### src/rtl/trap_seq_pkg.sv
// trap_seq_pkg: shared phase encoding, command record and default widths for the trapezoid sequencer
package trap_seq_pkg;
  localparam int DW_DEF = 9;
  localparam int CW_DEF = 8;
  localparam int RW_DEF = 4;
  typedef enum logic [1:0] {IDLE, RISE, HOLD, FALL} phase_e;
  typedef struct packed {
    logic [DW_DEF-1:0] peak;
    logic [CW_DEF-1:0] hold;
    logic [RW_DEF-1:0] rep;
  } cmd_t;
endpackage

### src/rtl/trap_cmd_fifo.sv
// trap_cmd_fifo: synchronous command FIFO with flush; pops coinciding with a flush are dropped
module trap_cmd_fifo
  import trap_seq_pkg::*;
#(
  parameter type T = cmd_t,
  parameter int DEPTH = 4
) (
  input  logic clk,
  input  logic rst,
  input  logic push,
  input  logic pop,
  input  logic flush,
  input  T wdata,
  output T rdata,
  output logic full,
  output logic empty,
  output logic [$clog2(DEPTH):0] level
);
  localparam int AW = $clog2(DEPTH);
  T mem [DEPTH];
  logic [AW-1:0] wp, rp;
  logic wr, rd;
  assign wr = push && !full && !flush;
  assign rd = pop && !empty && !flush;
  assign full = level == (AW+1)'(DEPTH);
  assign empty = level == '0;
  assign rdata = mem[rp];
  always_ff @(posedge clk) begin
    if (rst || flush) begin
      wp <= '0;
      rp <= '0;
      level <= '0;
    end else begin
      if (wr) wp <= wp + 1'b1;
      if (rd) rp <= rp + 1'b1;
      level <= level + (AW+1)'(wr) - (AW+1)'(rd);
    end
  end
  always_ff @(posedge clk) if (wr) mem[wp] <= wdata;
endmodule

### src/rtl/trap_seq_ctrl.sv
// trap_seq_ctrl: plays queued peak/hold/repeat profiles as unit-step trapezoid ramps with abort
module trap_seq_ctrl
  import trap_seq_pkg::*;
#(
  parameter int DW = DW_DEF,
  parameter int CW = CW_DEF,
  parameter int RW = RW_DEF,
  parameter int DEPTH = 4
) (
  input  logic clk,
  input  logic res,
  input  logic cmd_valid,
  output logic cmd_ready,
  input  logic [DW-1:0] cmd_peak,
  input  logic [CW-1:0] cmd_hold,
  input  logic [RW-1:0] cmd_rep,
  input  logic abort,
  output logic [DW-1:0] d_out,
  output logic busy,
  output logic [1:0] phase,
  output logic done,
  output logic aborted,
  output logic [$clog2(DEPTH):0] fifo_level
);
  typedef struct packed {
    logic [DW-1:0] peak;
    logic [CW-1:0] hold;
    logic [RW-1:0] rep;
  } lcmd_t;
  localparam logic [DW-1:0] ONE = DW'(1);
  lcmd_t q;
  phase_e st, st_n;
  logic [DW-1:0] d_n, peak, peak_n;
  logic [CW-1:0] hold, hold_n, hcnt, hcnt_n;
  logic [RW-1:0] rep_left, rep_n;
  logic abt, abt_n, done_n, aborted_n, pop, full, empty;
  assign cmd_ready = !full && !abort;
  assign phase = st;
  assign busy = st != IDLE || !empty;
  trap_cmd_fifo #(.T(lcmd_t), .DEPTH(DEPTH)) u_fifo (
    .clk(clk),
    .rst(res),
    .push(cmd_valid && cmd_ready),
    .pop(pop),
    .flush(abort),
    .wdata({cmd_peak, cmd_hold, cmd_rep}),
    .rdata(q),
    .full(full),
    .empty(empty),
    .level(fifo_level)
  );
  // abt remembers a past abort so the ramp-down ends with aborted rather than done
  always_comb begin
    st_n = st;
    d_n = d_out;
    peak_n = peak;
    hold_n = hold;
    hcnt_n = hcnt;
    rep_n = abort ? '0 : rep_left;
    abt_n = abt;
    done_n = 1'b0;
    aborted_n = 1'b0;
    pop = 1'b0;
    if (st == FALL || (abort && st != IDLE)) begin
      d_n = d_out > ONE ? d_out - ONE : '0;
      abt_n = abt || abort;
      st_n = FALL;
      if (d_out <= ONE) begin
        if (rep_left != '0 && !abort) begin
          rep_n = rep_left - 1'b1;
          st_n = RISE;
        end else begin
          st_n = IDLE;
          abt_n = 1'b0;
          done_n = !(abt || abort);
          aborted_n = abt || abort;
        end
      end
    end else if (st == RISE) begin
      d_n = d_out + ONE;
      hcnt_n = '0;
      if (d_out == peak - ONE) st_n = hold == '0 ? FALL : HOLD;
    end else if (st == HOLD) begin
      hcnt_n = hcnt + 1'b1;
      if (hcnt == hold - 1'b1) st_n = FALL;
    end else if (!empty && !abort) begin
      pop = 1'b1;
      peak_n = q.peak;
      hold_n = q.hold;
      rep_n = q.rep;
      st_n = q.peak == '0 ? IDLE : RISE;
      done_n = q.peak == '0;
    end
  end
  always_ff @(posedge clk) begin
    if (res) begin
      st <= IDLE;
      d_out <= '0;
      peak <= '0;
      hold <= '0;
      hcnt <= '0;
      rep_left <= '0;
      abt <= 1'b0;
      done <= 1'b0;
      aborted <= 1'b0;
    end else begin
      st <= st_n;
      d_out <= d_n;
      peak <= peak_n;
      hold <= hold_n;
      hcnt <= hcnt_n;
      rep_left <= rep_n;
      abt <= abt_n;
      done <= done_n;
      aborted <= aborted_n;
    end
  end
endmodule

### config.mk
export PLATFORM = sky130hd
export DESIGN_NAME = trap_seq_ctrl
export DESIGN_NICKNAME = d
export VERILOG_FILES = /design/src/rtl/trap_seq_pkg.sv /design/src/rtl/trap_cmd_fifo.sv /design/src/rtl/trap_seq_ctrl.sv
export SDC_FILE = /design/constraint.sdc
export NUM_CORES = 1
export LEC_CHECK = 0
export CORE_MARGIN = 3
export CORE_UTILIZATION = 62
export DETAILED_ROUTE_END_ITERATION = 12
export GPL_TIMING_DRIVEN = 0
export PLACE_DENSITY = 0.85
export SYNTH_ARGS = -nofsm -noshare
export SYNTH_HDL_FRONTEND = slang
export SYNTH_SLANG_ARGS = --single-unit
### constraint.sdc
create_clock -name clk -period 5.3 [get_ports clk]
set_input_delay 1.59 -clock clk [delete_from_list [all_inputs] [get_ports clk]]
set_output_delay 1.59 -clock clk [all_outputs]
set_load 0.01 [all_outputs]
; After elaboration in Yosys (flattened, before gate mapping)
; Memory sizes are Yosys's and may differ from the RTL's. A register that Yosys moved wholly into a read port is not among the register bits.
; Cells that the tools add are included.
[totals]
reg_bits = 50
memories = 1
ramBits = 84
inputBits = 25
word_cells = 104
[op_classes]
n_eq_ne = 8
mux = 38
add_sub_neg = 10
bitwise_logic = 4
order_cmp = 2
reduce_logical = 29
[memory_table]
columns = name, words, width, read_ports, rd_clocked_by_memory_dff, write_ports, line
row1 = u_fifo.mem, 4, 21, 1, 1, 1, trap_cmd_fifo.sv:20  ; T mem [DEPTH];
[ops]
columns = operator, n
row1 = 4-bit 2-to-1 mux, 7
row2 = 9-bit 2-to-1 mux, 3
row3 = 2-bit 2-to-1 mux, 9
row4 = "9-bit by 1-bit subtractor with 9-bit output, second input constant", 2
row5 = 1-bit 2-to-1 mux, 17
row6 = 8-bit 2-to-1 mux, 2
row7 = "9-bit by 1-bit adder with 9-bit output, second input constant", 1
row8 = 9-bit == test, 1
row9 = "9-bit by 1-bit > comparator with 1-bit output, second input constant", 1
row10 = "9-bit by 1-bit less-or-equal comparator with 1-bit output, second input constant", 1
row11 = 1-bit logical AND, 9
row12 = 9-bit zero test, 1
row13 = "8-bit by 1-bit adder with 8-bit output, second input constant", 1
row14 = 8-bit == test, 1
row15 = 8-bit zero test, 1
row16 = 4-bit nonzero test, 2
row17 = "8-bit by 1-bit subtractor with 8-bit output, second input constant", 1
row18 = 2-bit nonzero test, 3
row19 = "2-bit by 1-bit adder with 2-bit output, second input constant", 2
row20 = "2-bit == test, second input constant", 2
row21 = 1-bit zero test, 4
row22 = 1-bit logical OR, 4
row23 = "4-bit by 3-bit inequality test with 1-bit output, second input constant", 1
row24 = 1-bit inverter, 4
row25 = 11 further kinds, 11

; Depth between registers and ports, before layout
; Gate-level depths: netlist of run 1.
[logic_depth]
depth_word = 11
mapped_depth = 10
depth_no_buf = 9

; By module
; Synthesis of run 1 repeated with hierarchy kept, for this count alone.
[unflattened]
cells_unflattened = 525
area_unflattened_um2 = 6289.8
[modules_own_cells]
columns = module, cells_per_inst, seq_area_each_um2, instances, area_per_inst_um2
row1 = trap_cmd_fifo, 160, 2702.6, 1, 3502.1
row2 = trap_seq_ctrl, 365, 860.8, 1, 2787.7

; Worst setup path after synthesis of run 1
; OpenSTA, ideal clock, no wires.
[synth_path]
path_kind = input to output
startpoint = in abort
endpoint = out cmd_ready
path_buffers = 1
setup_slack_ns = 1.584
t_arrival_ns = 2.126
cell_stages = 2
path_cell_list = clkbuf_1 > a31oi_1
[synth_via]
elab_chain_len = 2
[synth_rtl]
columns = element, line
row1 = start: declaration, trap_seq_ctrl.sv:17  ; input logic abort,
row2 = 1-bit zero test, trap_seq_ctrl.sv:37  ; assign cmd_ready = !full && !abort;
row3 = 1-bit logical AND, trap_seq_ctrl.sv:37
row4 = end: declaration, trap_seq_ctrl.sv:13  ; output logic cmd_ready,
; No other way between the ends.

; Final worst setup path of run 1
; Ends and elaborated chain as after synthesis.

==> impl_metrics.ini, run 1 <==
[outcome]
run_status = completed

[clock_network]
cts_tree = yes
cts_setup_buffers = 0
clock_latency_reported_for_the_late_side_of_the_worst_skew_pair_ps = 530
cts_hold_buf = 0
cts_resized = 0
cts-htree-levels = 4
clock_net_sink_count = 136
ctsRootBufferMaster = clkbuf_8
numCtsBuffers = 17
clock_tree.buffer_depth = 2
clkTransAtPathRegs_ps = 60

[global_routing]
grt_start_max_net_pins = 22
global_route.peak_usage_layer = met2
use_met1_pct = 33.3
antenna_found_initial = 0
global_route_wire_length_before_repair_um = 22600
gr-usage-met2_pct = 44.3
use_met3_pct = 4.92
gr-total-overflow = 0
grt_pass1_vias = 4426
grt_util_overall_pct = 26.4

[setup_path]
data_arrival_time_of_the_critical_path_ps = 3390
critPathLaunchType = input pin
crit_path_end_kind = output port
r2r-end = u_fifo.level[1]
setup.reg_to_reg.worst_slack_ps = 2220
worstSetupPathType = input pin to output port
worst-path-max-fanout = 10
worstRegToRegCells = 9
worst_ep_required_time_ps = 3710
r2r_path_start = phase[1]
crit_path_start = abort

[drt]
dr_total_vias = 4263
wl_um = 13600
antenna_left = 0
avgViaCountPerCell = 6.06
initialDrtViolationCount = 312
drc = 0
first_pass_iters = 5
avgRoutedWirePerCell_um = 19.4

[timing]
timing.final.crit_share_pct = 93.9
timing_worst_slew_pin_value_ps = 1150
timing.final.crit_period_ps = 4980
maxClockFrequency_mhz = 201
final-max-slew-violation-count = 0
final.setup_skew_ps = 11.4
setup-violations-final = 0
timing.setup.tns_ps = 0
setup_repair_after_global_routing_missed_its_margin = no
worst_slew_margin_rel_pct = 22.7
hold_viol = 0

[synth]
synthArstFlopShare_pct = 0
synth.distinct_cells = 58
syn-instance-count = 501
synth_enable_flop_cells = 84
synth.avg_cell_area_um2 = 12.4
yosys_warnings = 0
ys_seq_area_share_pct = 57.2
syn_nets = 545
ys.flop_type = edfxtp_1
synthesis.area_um2 = 6220
seq_cells_post_synth = 136

[die]
fp.coreArea_um2 = 9500
io_pins = 43
floorplan.initialDensity_pct = 65.5
die-height_um = 106
row_count = 35
floorplan.die.width_um = 106
floorplan.die_area_um2 = 11300

[layout]
final_common_cell = edfxtp_1
drive_gt1_share_pct = 12.3
most-common-layout-cells = edfxtp_1, nor2_1, dfxtp_1
layout.cells.non_filler = 704
antennaDiodeCount = 0
finish.net_count = 606
areaGrowthSynthToFinish_pct = 18.6

[worst_hold_path]
hp-start = hcnt[1]
min_path_type = flop to flop
timing.hold.worst_endpoint = hcnt[1]
worst_hold_path.num_cells = 2

[power_and_ir_drop]
leakage_nw = 2.50
p_per_area_nw_per_um2 = 461
ir_drop_v = 0.000489

[placed_design]
placement.io_buffers = 42
post-place-cells = 672
globalplace.congestion = 0.823
post-dp-hpwl_um = 8830

[job]
maxCapViolations = 0
registers in the layout, indices dropped and copies added, names as in the netlist, 2 cells and up, named ones only:
register / count
d_out: 9
hcnt: 8
hold: 8
peak: 9
phase: 2
rep_left: 4
u_fifo.level: 3
u_fifo.mem: 84
u_fifo.rp: 2
u_fifo.wp: 2
Yosys cell counts (5+ instances only):
| cell | number | area share [%] |
|---|---|---|
| inv_1 | 21 | 1.3 |
| nor4_1 | 6 | 0.60 |
| mux2i_1 | 20 | 3.2 |
| xnor2_1 | 20 | 2.8 |
| buf_2 | 5 | 0.40 |
| and3_1 | 5 | 0.50 |
| nand2_1 | 17 | 1.0 |
| clkbuf_1 | 17 | 1.0 |
| nor3_1 | 21 | 1.7 |
| nand4_1 | 7 | 0.70 |
| ha_1 | 18 | 3.6 |
| a21oi_1 | 20 | 1.6 |
| nor2_1 | 71 | 4.3 |
| a211oi_1 | 6 | 0.72 |
| nand3_1 | 10 | 0.80 |
| edfxtp_1 | 84 | 41 |
| mux4_2 | 21 | 7.6 |
| xor2_1 | 13 | 1.8 |
| dfxtp_1 | 52 | 17 |
power by group:
| part | switching (W) | internal, W |
|---|---|---|
| logic | 0.000583 | 0.000406 |
| clock network | 0.000480 | 0.000681 |
| registers | 0.0000640 | 0.00119 |
worst max-delay path by stage:
stage / end / slack [ps] / cells after the start
final: cmd_ready / 320 / 4
after global routing: cmd_ready / 240 / 4
after CTS: cmd_ready / 320 / 4
after detailed placement: cmd_ready / 350 / 4
after global placement: cmd_ready / 400 / 4
after floorplan: cmd_ready / 1580 / 2
final cells by class:
class,instances,area [µm²]
multi-input combinational,318,2470
clock inverter,14,160
timing repair buffer,42,420
sequential,136,3560
buffer,26,111
inverter,21,78.8
tap,129,161
clock buffer,18,418
fill,581,2120
per-layer routing:
layer,share of wire [%],vias to the layer above,routed length (µm)
met1,41,2110,5640
met2,51,154,6900
met4,2.3,0,310
li1,-,1973,-
met5,0,-,0
met3,5.7,26,771
critical path: stages:
cell             delay [ps]
clkdlybuf4s50_1         440
clkbuf_1                260
a31oi_1                 460
clkdlybuf4s50_1         630
metrics by stage:
step	hold slack (ps)	area (µm²)	utilization (%)	total power, W	worst slack (ps)
CTS	518	7380	77.7	0.00340	316
global placement	498	6810	71.6	0.00219	399
finish	522	7380	77.7	0.00340	324
floorplan	473	6220	-	0.00195	1580
global route	549	7380	77.7	0.00356	240
detailed placement	510	6810	71.6	0.00223	345
cells by family after synthesis:
family | count (synthesis) | synth area share [%]
muxes | 41 | 10.8
DFF | 136 | 57.2
and+or+nand+nor | 163 | 12.9
adders and majority gates | 20 | 4.10
AOI/OAI and AO/OA | 61 | 7.26
xor gates and xnor gates | 33 | 4.64
buffers and inverters | 47 | 3.06
No activity file was read; power rests on OpenSTA's default activity.
==> inputs of run 2 (changes only) <==
SLEW_MARGIN = 20   (was default)
==> run 2 against run 1 <==
Compared with the run above:
- first-iteration DRC count decreased by 2.9%
- via count increased by 0.35%
- combinational power about the same
- global-route usage unchanged
- die area unchanged
- maximum frequency decreased by 0.87%
- critical path depth unchanged
- design area increased by 0.14%
- total power about the same
- clock skew decreased by 1.3 ps
==> impl_metrics.ini, run 2 (synthesis results as in run 1) <==
[setup_path]
data_arrival_time_of_the_critical_path_ps = 3430
path_common_cell = clkdlybuf4s50_1
critPathLaunchType = input pin
crit_path_start = abort
crit_chain = clkdlybuf4s50_1 > clkbuf_1 > a31oi_1 > clkdlybuf4s50_1
worst-path-max-fanout = 10
worst_ep_required_time_ps = 3710
worstSetupPathType = input pin to output port
cp_slowest_stage_delay_ps = 640
crit_path_end_kind = output port
crit_slowest_cell = clkdlybuf4s50_1
r2r_path_start = phase[1]

[placed_design]
placement.io_buffers = 42
dpl_cell_area_um2 = 6810
post-dp-hpwl_um = 8830
place_worst_setup_slack_ps = 345
globalplace.congestion = 0.823

[die]
io_pins = 43
row_count = 35
floorplan.initialDensity_pct = 65.5
die-height_um = 106
floorplan.die_area_um2 = 11300
fp.coreArea_um2 = 9500
floorplan.die.width_um = 106

[timing]
setup_repair_after_global_routing_missed_its_margin = no
timing.final.crit_period_ps = 5020
hold_viol = 0
worst_slew_margin_rel_pct = 28.0
final.setup_skew_ps = 10.1
timing.setup.tns_ps = 0
timing.final.crit_share_pct = 94.7
final.setup.worst_slack_ps = 280
final-max-slew-violation-count = 0
timing_worst_slew_pin_value_ps = 1080
maxClockFrequency_mhz = 199
setup-violations-final = 0

[clock_network]
cts_setup_buffers = 0
numCtsBuffers = 17
clock_net_sink_count = 136
cts-htree-levels = 4
cts_hold_buf = 0
cts_tree = yes
clock_latency_reported_for_the_late_side_of_the_worst_skew_pair_ps = 530
clkTransAtPathRegs_ps = 60
cts_resized = 0
ctsRootBufferMaster = clkbuf_8
clock_tree.buffer_depth = 2

[layout]
fillers = 577
layout.cell_area.non_filler_um2 = 7390
reg.largest.list = u_fifo.mem (84), d_out (9), peak (9)
most-common-layout-cells = edfxtp_1, nor2_1, dfxtp_1
drive_gt1_share_pct = 13.0
largest_reg_flops = 84
finish.net_count = 606
registers.top_by_ff_count = u_fifo.mem
antennaDiodeCount = 0
final_common_cell = edfxtp_1
areaGrowthSynthToFinish_pct = 18.8

[power_and_ir_drop]
post-layout-total-power_w = 0.00340
leakage_nw = 2.50
ir_drop_v = 0.000490
p_per_area_nw_per_um2 = 460

[drt]
dr_total_vias = 4278
first_pass_iters = 5
antenna_left = 0
initialDrtViolationCount = 303
avgViaCountPerCell = 6.08
drc = 0
wl_um = 13600
avgRoutedWirePerCell_um = 19.3

[job]
maxCapViolations = 0

[global_routing]
antenna_found_initial = 0
gr-total-overflow = 0
grt_util_overall_pct = 26.4
grt_pass1_vias = 4426
grt_start_max_net_pins = 22
global_route_wire_length_before_repair_um = 22600

[outcome]
run_status = completed

[worst_hold_path]
hp-start = hcnt[1]
min_path_type = flop to flop
[run 2: cell counts in the layout (fill, tap and decap cells not counted)]
Identical to the previous run, type by type.
[run 2: layer usage]
metal | part of all wire (%) | vias to the layer above | GRT usage [%]
li1 | - | 1976 | -
met1 | 40 | 2100 | 33.3
met2 | 51 | 179 | 44.3
met3 | 6.3 | 23 | 4.92
met4 | 2.1 | 0 | 12.0
met5 | 0 | - | 0
[run 2: path summary, 6_finish.rpt]
| kind | end | slack (ps) | depth (start not counted) |
|---|---|---|---|
| setup / recovery | cmd_ready | 280 | 4 |
| hold / removal | hcnt[1] | 520 | 2 |
| setup reg to reg | u_fifo.level[1] | 2520 | 9 |
| hold reg to reg | hcnt[1] | 520 | 2 |
[run 2: power by group]
part           switching [W]  total [W]  internal [W]  leakage (nW)
clock               0.000478    0.00116      0.000681         0.277
combinational       0.000584   0.000990      0.000406          1.04
sequential         0.0000642    0.00126       0.00119          1.18
[run 2: layout make-up]
class,count,area [µm²],area share (%)
flip-flops and latches,136,3560,48.2
multi-input cells,318,2480,33.6
repair buffers,42,420,5.69
clock buffers,18,418,5.65
well taps,129,161,2.18
clock inverters,14,160,2.17
plain buffers,26,111,1.51
inverters,21,78.8,1.07
[run 2: critical path: cells and delay by family]
family	cells	cell delay [ps]
buffers and inverters	3	1350
AO/OA/AOI/OAI	1	490
[run 2: per-stage QoR]
step	utilization [%]	hold WS (ps)	instances
2_1_floorplan	-	473	501
4_1_cts	77.7	518	704
3_3_place_gp	71.6	498	672
3_5_place_dp	71.6	510	672
5_1_grt	77.8	549	704
6_report	77.8	524	704
